==> config.mk <==
export PLATFORM = sky130hd
export DESIGN_NAME = ofdm_symbol_framer
export DESIGN_NICKNAME = d
export VERILOG_FILES = /design/src/rtl/ofdm_symbol_framer.sv
export SDC_FILE = /design/constraint.sdc
export NUM_CORES = 1
export LEC_CHECK = 0
export ABC_AREA = 1
export BUFFER_PORTS_ARGS = -buffer_cell sky130_fd_sc_hd__buf_2
export CAP_MARGIN = 10
export CORE_UTILIZATION = 55
export DETAILED_ROUTE_END_ITERATION = 12
export PLACE_DENSITY = 0.82
export SYNTH_ARGS = -nofsm -noshare
export SYNTH_HDL_FRONTEND = slang
export SYNTH_SLANG_ARGS = --single-unit
==> constraint.sdc <==
create_clock -name clock_clk -period 3.7 [get_ports clock_clk]
set_input_delay 0.74 -clock clock_clk [delete_from_list [all_inputs] [get_ports clock_clk]]
set_output_delay 0.74 -clock clock_clk [all_outputs]
set_load 0.01 [all_outputs]
==> src/rtl/ofdm_symbol_framer.sv <==
// ofdm_symbol_framer: prepends a sync preamble to each Avalon-ST packet, caps payload length and enforces an idle guard.
// Optional: define OFDM_FRAMER_STATS_EN to add the frame_count / trunc_count outputs.
module ofdm_symbol_framer #(
    parameter int PREAMBLE_LEN = 4,
    parameter int GUARD_LEN = 2,
    parameter int PKT_MAX_LEN = 64
) (
    input  logic        clock_clk,
    input  logic        reset_reset_n,
    input  logic [31:0] asi_in0_data,
    input  logic        asi_in0_valid,
    input  logic        asi_in0_startofpacket,
    input  logic        asi_in0_endofpacket,
    output logic        asi_in0_ready,
    output logic [31:0] aso_out0_data,
    output logic        aso_out0_valid,
    output logic        aso_out0_startofpacket,
    output logic        aso_out0_endofpacket,
    input  logic        aso_out0_ready
`ifdef OFDM_FRAMER_STATS_EN
    ,
    output logic [15:0] frame_count,
    output logic [15:0] trunc_count
`endif
);
    localparam logic [31:0] PRE_WORD = 32'h8000_0000;
    typedef enum logic [2:0] {IDLE, PRE, DATA, DROP, GUARD} state_t;
    state_t      state;
    logic [7:0]  pre_cnt, guard_cnt;
    logic [15:0] pay_cnt;
    logic        xfer, acc, at_max;
    assign xfer   = aso_out0_valid && aso_out0_ready;
    assign acc    = asi_in0_valid && asi_in0_ready;
    assign at_max = pay_cnt == 16'(PKT_MAX_LEN - 1);
    // A SOP beat is left pending in IDLE; it becomes the first payload word in DATA.
    assign asi_in0_ready = reset_reset_n && (state == IDLE ? asi_in0_valid && !asi_in0_startofpacket :
                                             state == DATA ? !aso_out0_valid || aso_out0_ready :
                                             state == DROP);
    always_ff @(posedge clock_clk or negedge reset_reset_n) begin
        if (!reset_reset_n) begin
            state                  <= IDLE;
            pre_cnt                <= '0;
            guard_cnt              <= '0;
            pay_cnt                <= '0;
            aso_out0_data          <= '0;
            aso_out0_valid         <= 1'b0;
            aso_out0_startofpacket <= 1'b0;
            aso_out0_endofpacket   <= 1'b0;
        end else begin
            case (state)
                IDLE: begin
                    guard_cnt <= '0;
                    if (asi_in0_valid && asi_in0_startofpacket) begin
                        state   <= PRE;
                        pre_cnt <= '0;
                        pay_cnt <= '0;
                    end
                end
                PRE: begin
                    if (!aso_out0_valid || xfer) begin
                        if (xfer && pre_cnt == 8'(PREAMBLE_LEN - 1)) begin
                            state                  <= DATA;
                            aso_out0_valid         <= 1'b0;
                            aso_out0_startofpacket <= 1'b0;
                        end else begin
                            aso_out0_valid         <= 1'b1;
                            aso_out0_data          <= PRE_WORD;
                            aso_out0_startofpacket <= !aso_out0_valid;
                            pre_cnt                <= pre_cnt + {7'd0, xfer};
                        end
                    end
                end
                DATA: begin
                    if (acc) begin
                        aso_out0_valid         <= 1'b1;
                        aso_out0_data          <= asi_in0_data;
                        aso_out0_startofpacket <= 1'b0;
                        aso_out0_endofpacket   <= asi_in0_endofpacket || at_max;
                        pay_cnt                <= pay_cnt + 16'd1;
                        if (asi_in0_endofpacket) state <= GUARD;
                        else if (at_max) state <= DROP;
                    end else if (xfer) begin
                        aso_out0_valid       <= 1'b0;
                        aso_out0_endofpacket <= 1'b0;
                    end
                end
                DROP: begin
                    if (xfer) begin
                        aso_out0_valid       <= 1'b0;
                        aso_out0_endofpacket <= 1'b0;
                    end
                    // With no guard and the forced-EOP word already gone there is nothing left to wait for.
                    if (acc && asi_in0_endofpacket)
                        state <= (GUARD_LEN == 0 && (!aso_out0_valid || xfer)) ? IDLE : GUARD;
                end
                GUARD: begin
                    if (aso_out0_valid) begin
                        if (xfer) begin
                            aso_out0_valid       <= 1'b0;
                            aso_out0_endofpacket <= 1'b0;
                            if (GUARD_LEN == 0) state <= IDLE;
                        end
                    end else if (guard_cnt == 8'(GUARD_LEN - 1)) begin
                        state <= IDLE;
                    end else begin
                        guard_cnt <= guard_cnt + 8'd1;
                    end
                end
                default: state <= IDLE;
            endcase
        end
    end
`ifdef OFDM_FRAMER_STATS_EN
    always_ff @(posedge clock_clk or negedge reset_reset_n) begin
        if (!reset_reset_n) begin
            frame_count <= '0;
            trunc_count <= '0;
        end else begin
            if (xfer && aso_out0_endofpacket) frame_count <= frame_count + 16'd1;
            if (state == DATA && acc && !asi_in0_endofpacket && at_max) trunc_count <= trunc_count + 16'd1;
        end
    end
`endif
endmodule

==> results of run 1 <==
[cells in the mapped netlist, types with 2 or more instances]
library cell  count
inv_1            41
nand2_1         170
a21oi_1           4
o31ai_1          10
nor2_1           46
nor3_1            7
buf_6             9
nand3_1          27
o21ai_2          33
xor2_1           14
nor2_4            2
nand4_1          11
xnor2_1           7
o21ai_0          14
ha_1              5
dfrtp_1          70
inv_2             3
nand2_2           2
buf_2             6
[state kept, by name (all words and copies together) (netlist names)]
| name | count |
|---|---|
| aso_out0_data | 32 |
| aso_out0_endofpacket | 1 |
| aso_out0_startofpacket | 1 |
| aso_out0_valid | 1 |
| guard_cnt | 8 |
| pay_cnt | 16 |
| pre_cnt | 8 |
| state | 3 |
[logic make-up after synthesis]
family                     Yosys count
and+or+nand+nor                    272
DFF                                 70
xor gates and xnor gates            21
adders and majority gates            5
AOI/OAI and AO/OA                   67
buffers and inverters               60
[power by group]
part	switching (mW)	internal, mW
Sequential	0.145	0.976
Clock	0.294	0.398
Combinational	0.896	0.418
[final timing paths]
kind | cells after the start | slack, ps | endpoint | from
min reg2reg | 2 | 480 | aso_out0_data[23] | aso_out0_data[23]
min in group asynchronous | 2 | 640 | guard_cnt[3] | reset_reset_n
max | 8 | 790 | aso_out0_data[9] | state[0]
min | 2 | 480 | aso_out0_data[23] | aso_out0_data[23]
max in group asynchronous | 2 | 2500 | pay_cnt[4] | reset_reset_n
max reg2reg | 8 | 790 | aso_out0_data[9] | state[0]
[stage by stage]
| step | power, mW | cells | cell area (µm²) | setup WS, ps |
|---|---|---|---|---|
| after global routing | 3.357 | 665 | 4542 | 518.2 |
| final | 3.128 | 665 | 4542 | 793.0 |
| after detailed placement | 2.447 | 649 | 4318 | 816.3 |
| after floorplan | 2.157 | 495 | 3960 | 1785 |
| after CTS | 3.150 | 665 | 4542 | 802.8 |
| after global placement | 2.417 | 649 | 4318 | 939.3 |
[final cells by class]
cell class	count	area (µm²)
fillers	576	2327
multi-input cells	365	1908
flip-flops and latches	70	1752
repair buffers	74	372.9
inverters	44	165.2
clock buffers	11	141.4
well taps	96	120.1
clock inverters	5	82.58
[worst reg2reg max path: stages (launching register included)]
cell and delay [ps]:
dfrtp_1 510, nor2_4 170, nand2_1 330, inv_2 670, nand4_2 210, nand2_1 140
nand2_4 420, nand2_1 250, o21ai_2 80
[routing by layer]
| layer | vias to the layer above | track usage | wire [µm] |
|---|---|---|---|
| li1 | 1723 | - | - |
| met1 | 1584 | 0.2857 | 3596 |
| met2 | 82 | 0.3744 | 4073 |
| met3 | 16 | 0.06351 | 369 |
| met4 | 0 | 0.1015 | 179 |
| met5 | - | 0 | 0 |
==> flow_summary.ini, run 1 <==
[cts]
numCtsBuffers = 9
post_cts_buffers = 0
clk_pin_slew_ps = 80
clock_path_buffers = 2
cts_root_buf = clkbuf_8
cts_resized = 0
cts_tree = done
ctsHoldBuffers = 0
clk_latency_ps = 340
clkSinkCount = 70
h-tree-depth = 3

[yosys]
synth_xor_area_frac = 0.04645
synth_area_leader_cell = dfrtp_1
netlist_instances = 495
yosys.area_share.adder = 0.01580
ys_types = 33
synth_compound_area_frac = 0.1276
yosys-top-cells-area = dfrtp_1 44%, nand2_1 16%, o21ai_2 7.3%
synth_top_family_by_area = simple AND/OR/NAND/NOR gates
synth_enable_flop_cells = 0
netlist_area_um2 = 3960
yosysSeqAreaShare = 0.4423
synth_top_area_frac = 0.4423
ys.warnings.count = 0
synth_top_flop_cell = dfrtp_1
synth_fp_nets = 538
synthSimpleGateAreaFrac = 0.2919
syn_area_per_cell_um2 = 8.000
ys_seq_elements = 70
async_flop_share = 1.000
synthMuxAreaShare = 0

[setup_path]
cp-start-kind = flop
slowest_stage = inv_2
critPathBufInv = 1
max_stage_delay_ps = 670
cp-end-kind = flop
critPathMaxFanout = 64
crit_arrival_ps = 3110
worstPathRequired_ps = 3910
crit_family = simple AND/OR/NAND/NOR gates
cpMostUsedCell = nand2_1
worstSetupPathType = flop to flop
path_cells = nor2_4 -> nand2_1 -> inv_2 -> nand4_2 -> nand2_1 -> nand2_4 -> nand2_1 -> o21ai_2

[floorplanning]
die_w_um = 86.86
dieHeight_um = 86.86
start_util = 0.5765
dieArea_um2 = 7544
core_um2 = 6869
row_count = 30
num_io_pins = 74

[grt]
antenna_found_initial = 0
grt.total_usage = 0.2298
grt_pass1_vias = 3064
grt_pass1_wl_um = 13460
grt.overflow.total = 0
grt_max_degree = 71

[place]
dp.final_hpwl_um = 5854
io_buffers = 73
gp_routability_congestion = 0.8725

[cells_and_area]
most-common-layout-cells = 170 x nand2_1, 73 x buf_2, 70 x dfrtp_1
final_nets = 607
final_common_cell = nand2_1
antennaDiodeCount = 0
final_util = 0.6612
layout-drive-gt1-share = 0.2408
area_growth_pct = 14.69

[timing]
finClkSkew_ps = 6.645
tns_ps = 0
setup_viol = 0
finalCriticalPeriod_ps = 2907
relSlewSlack = 0.4252
slew_violations = 0
fin_crit_sh = 0.7857
final_hold_viol_count = 0
rsz0062_at_grt = false
fmax_mhz = 344.0
tightest_slew_ps = 862.2
holdWs_ps = 479.6

[worst_hold_path]
hold_path.class = flop to flop

[flow_run]
cap_violations = 0

[route]
vias_per_cell = 5.120
drc = 0
drt-total-wl_um = 8218
detail_route.iter0.violations = 211
first_pass_iters = 5
wire_per_inst_um = 12.36
ant_nets = 0
vias = 3405

[power]
power.leakage_nw = 2.283
power.density_nw_per_um2 = 688.6
ir_drop_mv = 0.3038

[run_status]
outcome = complete, no violations
No activity file was read; power rests on OpenSTA's default activity.
==> inputs of run 2 (changes only) <==
- CORE_UTILIZATION: 55 -> 50
- PLACE_DENSITY: 0.82 -> 0.79
- clock period: 3.7 -> 2.5 ns (I/O delays scaled with it)
==> flow_summary.ini, run 2 (synthesized netlist as in run 1, its figures left out) <==
[run_status]
outcome = complete, no violations

[timing]
setup_viol = 0
relSlewSlack = 0.4097
finClkSkew_ps = 10.51
holdWs_ps = 376.8
fmax_mhz = 461.7
final_hold_viol_count = 0
tns_ps = 0
slew_violations = 0
fin_ws_ps = 334.0
tightest_slew_ps = 885.4
fin_crit_sh = 0.8664
finalCriticalPeriod_ps = 2166
rsz0062_at_grt = false

[power]
pwr-share-comb = 0.444
clockPowerShare = 0.190
swShare = 0.4469
internal_power_mw = 2.512
power.switching_mw = 2.030
p_seq_frac = 0.366
power.density_nw_per_um2 = 997.8
power.leakage_nw = 2.294
ir_drop_mv = 0.4558

[cts]
cts_root_buf = clkbuf_8
cts_tree = done
cts_resized = 0
h-tree-depth = 3
clkSinkCount = 70
clk_pin_slew_ps = 80
ctsHoldBuffers = 0
post_cts_buffers = 0
numCtsBuffers = 9
clk_latency_ps = 350
clock_path_buffers = 2

[setup_path]
r2r_cells = 9
max_stage_delay_ps = 600
slowest_stage = dfrtp_1
r2r_start = state[0]
crit_family = flip-flops
timing.rr.end = aso_out0_data[27]
worstSetupPathType = flop to output port
worstPathRequired_ps = 2000
crit_arrival_ps = 1670
cp-start-kind = flop
critPathBufInv = 1
critPathMaxFanout = 8
r2r_slack_ps = 480
path_cells = nand3_1 -> a31oi_1 -> buf_2
cp-end-kind = output port

[place]
dp.final_hpwl_um = 6049
placed_cells = 659
gp_routability_congestion = 0.9088
io_buffers = 73
dp_slack_ps = 493.5

[cells_and_area]
antennaDiodeCount = 0
max_flop_register = aso_out0_data
final_util = 0.5921
most-common-layout-cells = 170 x nand2_1, 73 x buf_2, 70 x dfrtp_1
reg_top3 = aso_out0_data x32, pay_cnt x16
final_nets = 611
area_growth_pct = 14.94
final_common_cell = nand2_1
final_cells = 675
layout-drive-gt1-share = 0.2478
largest_register_ffs = 32

[floorplanning]
row_count = 32
start_util = 0.5151
dieHeight_um = 91.00
core_um2 = 7687
die_w_um = 91.00
dieArea_um2 = 8280
num_io_pins = 74

[grt]
grt_max_degree = 71
antenna_found_initial = 0
grt.overflow.total = 0
grt_pass1_vias = 3288
grt.total_usage = 0.2198
grt_pass1_wl_um = 14880

[route]
wire_per_inst_um = 12.69
vias = 3428
vias_per_cell = 5.079
first_pass_iters = 4
drt-total-wl_um = 8567
detail_route.iter0.violations = 216
drc = 0
ant_nets = 0

[flow_run]
cap_violations = 0

[worst_hold_path]
hold_path.class = input pin to async pin
[run 2: cell types whose count changed in the layout (fill, tap and decap cells not counted)]
cell        previous run  this run
buf_12                 0         1
bufinv_16              2         0
clkinv_2               0         1
inv_6                  0         1
clkinv_4               0         2
buf_4                  1         4
clkbuf_1               1         0
clkinvlp_4             3         2
[run 2: how the worst max path moves through the flow]
stage	start	end	slack, ps	depth (start not counted)
after CTS	state[0]	asi_in0_ready	350	4
after global routing	state[0]	asi_in0_ready	300	5
after global placement	state[0]	pay_cnt[0]	550	8
after detailed placement	state[0]	pay_cnt[0]	490	8
after floorplan	pay_cnt[1]	state[1]	940	10
final	state[0]	asi_in0_ready	330	3
[run 2: final cells by class]
type | count | area [µm²]
inverters | 44 | 165.2
flip-flops and latches | 70 | 1752
clock inverters | 6 | 46.29
multi-input cells | 365 | 1908
fillers | 699 | 3136
repair buffers | 78 | 415.4
well taps | 102 | 127.6
clock buffers | 10 | 137.6
[run 2: worst reg2reg max path: stages (launching register included)]
cell     delay, ps
dfrtp_1        540
nor2_4         250
nand2_2        120
nand3_2        140
nand4_2        140
nand2_1        120
nand2_4        200
buf_12         260
nand2_1        100
o21ai_2         60
[run 2: layer usage]
layer	wire, µm	GRT usage	vias up
li1	-	-	1733
met1	3810	0.2851	1588
met2	4194	0.3611	92
met3	427	0.05109	15
met4	135	0.07672	0
met5	0	0	-
[run 2: metrics by stage]
step / cell area, µm² / power (mW)
finish: 4552 / 4.542
global route: 4552 / 4.884
CTS: 4552 / 4.574
detailed placement: 4368 / 3.707
global placement: 4368 / 3.661
floorplan: 3960 / 3.193
[run 2: power groups by stage]
stage          combinational [mW]  clock, mW  sequential, mW
2_1_floorplan                1.43          0            1.76
3_3_place_gp                 1.98          0            1.68
3_5_place_dp                 2.03          0            1.67
4_1_cts                      2.04      0.876            1.66
5_1_grt                      2.26      0.920            1.70
6_report                     2.02      0.862            1.66
==> inputs of run 3 (changes only) <==
--- a/config.mk
+++ b/config.mk
@@ -7,3 +7,2 @@
 export LEC_CHECK = 0
-export ABC_AREA = 1
 export BUFFER_PORTS_ARGS = -buffer_cell sky130_fd_sc_hd__buf_2
==> constraint.sdc (replaced) <==
create_clock -name clock_clk -period 1.8 [get_ports clock_clk]
set_input_delay 0.36 -clock clock_clk [delete_from_list [all_inputs] [get_ports clock_clk]]
set_output_delay 0.36 -clock clock_clk [all_outputs]
set_load 0.005 [all_outputs]
==> flow_summary.ini, run 3 <==
[run_status]
outcome = finished, violations left
failed_checks = negative setup slack

[floorplanning]
num_io_pins = 74
row_count = 30
die_w_um = 87.88
dieHeight_um = 87.88
dieArea_um2 = 7722
start_util = 0.5310
core_um2 = 6944

[route]
wire_per_inst_um = 16.34
vias_per_cell = 5.660
first_pass_iters = 5
drc = 0
wl_met3_um = 644
wl_met2_um = 5236
ant_nets = 0
routed.top_layer = met4
detail_route.iter0.violations = 289
drt-total-wl_um = 10330
m1WireLength_um = 4276
vias = 3577

[grt]
grt_pass1_vias = 3198
antenna_found_initial = 0
grt_max_degree = 72
grt.overflow.total = 0
grt.total_usage = 0.2491
grt_pass1_wl_um = 14750

[setup_path]
max_stage_delay_ps = 410
cp-start-kind = flop
critPathMaxFanout = 3
r2r_cells = 8
worstSetupStartpoint = state[1]
path_cells = buf_6 -> or2_4 -> o31a_1 -> nor3b_2 -> buf_2
timing.rr.end = aso_out0_data[22]
worstPathRequired_ps = 1440
slowest_stage = dfrtp_2
worstSetupPathType = flop to output port
cp-endpoint = asi_in0_ready
cp-end-kind = output port
r2r_slack_ps = -160
crit_arrival_ps = 1620
r2r_start = state[1]

[cells_and_area]
postLayoutCellArea_um2 = 5094
layout-drive-gt1-share = 0.3563
fillers = 471
multi_input_comb_area_um2 = 1969
area_growth_pct = 38.14
reg_top3 = aso_out0_data x32, pay_cnt x16
final_nets = 574
largest_register_ffs = 32
most-common-layout-cells = 85 x nand2_1, 73 x buf_2, 69 x dfrtp_1
final_util = 0.7335
ff_latch_area_um2 = 1753
final_cells = 632
antennaDiodeCount = 0
final_common_cell = nand2_1
max_flop_register = aso_out0_data

[yosys]
synth_top_family_by_area = simple AND/OR/NAND/NOR gates
yosysSeqAreaShare = 0.4751
syn_area_per_cell_um2 = 9.015
synthSimpleGateAreaFrac = 0.2589
yosys-top-cells-area = dfrtp_1 48%, nand2_1 8.8%, xnor2_1 4.3%
ys.warnings.count = 0
async_flop_share = 1.000
ys_types = 59
synth_top_area_frac = 0.4751
synth_compound_area_frac = 0.1476
netlist_instances = 409
netlist_area_um2 = 3687
synth_enable_flop_cells = 0
synth_area_leader_cell = dfrtp_1
synth_xor_area_frac = 0.04513
yosys.area_share.adder = 0.01697
synth_commonest_cells = 86 x nand2_1, 70 x dfrtp_1, 33 x nor2_1
synth_top_flop_cell = dfrtp_1
synth_fp_nets = 452
synthMuxAreaShare = 0.01357
ys_seq_elements = 70
synth_most_common_cell = nand2_1

[timing]
finalCriticalPeriod_ps = 1981
relSlewSlack = 0.7204
rsz0062_at_grt = true
slew_violations = 0
fin_ws_ps = -181.2
setup_viol = 36
final_hold_viol_count = 0
tightest_slew_ps = 415.5
finClkSkew_ps = 12.52
fmax_mhz = 504.7
fin_crit_sh = 1.101
tns_ps = -3806

[place]
placed_cells = 604
gp_routability_congestion = 0.8853
placed_cell_area_um2 = 4493
dp.final_hpwl_um = 6268
io_buffers = 73

[cts]
clk_latency_ps = 350
h-tree-depth = 3
numCtsBuffers = 9
clk_pin_slew_ps = 90
cts_root_buf = clkbuf_8
ctsHoldBuffers = 0
clkSinkCount = 70
cts_tree = done
clock_path_buffers = 2

[power]
power.density_nw_per_um2 = 1434
ir_drop_mv = 0.7418
finalPower_mw = 7.303
power.leakage_nw = 2.381

[flow_run]
cap_violations = 0

[worst_hold_path]
hold_path.class = input pin to async pin
==> run 3: critical path: cells and delay by family, from the launching register on <==
kind	cells	cell delay (ps)
buf+inv	2	240
simple gates	2	370
flops	1	410
compound gates	1	250
==> run 3: power by group <==
part	internal, mW	switching (mW)
logic	1.63	1.83
clock network	0.802	0.666
registers	2.05	0.316
==> run 3: per-layer routing <==
metal	track usage	up-vias
met3	0.05184	22
met4	0.09836	0
met1	0.3218	1734
met5	0	-
li1	-	1679
met2	0.4109	142
==> run 3: timing repair <==
item | in CTS | in global routing
setup buffers | 4 | 3
gates cloned | 0 | 5
resized for setup | 12 | 32
setup endpoints to repair | 45 | 51
pin swaps | 4 | 7
==> run 3: final cells by class <==
type | instances | area share
multi-input combinational | 305 | 0.3866
sequential | 70 | 0.3441
timing repair buffer | 135 | 0.1933
clock buffer | 9 | 0.02432
tap | 96 | 0.02358
clock inverter | 7 | 0.02063
inverter | 10 | 0.007369
==> run 3: logic make-up after synthesis <==
family	count (synthesis)
compound gates	88
xor+xnor	19
fa+ha+maj	5
buf+inv	34
flops	70
mux	5
simple gates	188
==> run 3: stage by stage <==
stage | hold slack (ps) | setup slack (ps)
final | 197.8 | -181.2
after global routing | 224.9 | -240.6
after CTS | 218.4 | -214.1
after detailed placement | 466.8 | -152.1
after global placement | 458.8 | -74.69
after floorplan | 64.41 | 67.89
==> run 3: how the worst min path moves through the flow <==
| stage | cells past startpoint | end | slack [ps] |
|---|---|---|---|
| after global routing | 3 | aso_out0_data[9] | 220 |
| final | 3 | pre_cnt[3] | 200 |
| after floorplan | 0 | aso_out0_data[0] | 60 |
| after global placement | 2 | aso_out0_data[8] | 460 |
| after CTS | 3 | aso_out0_data[27] | 220 |
| after detailed placement | 2 | aso_out0_data[8] | 470 |
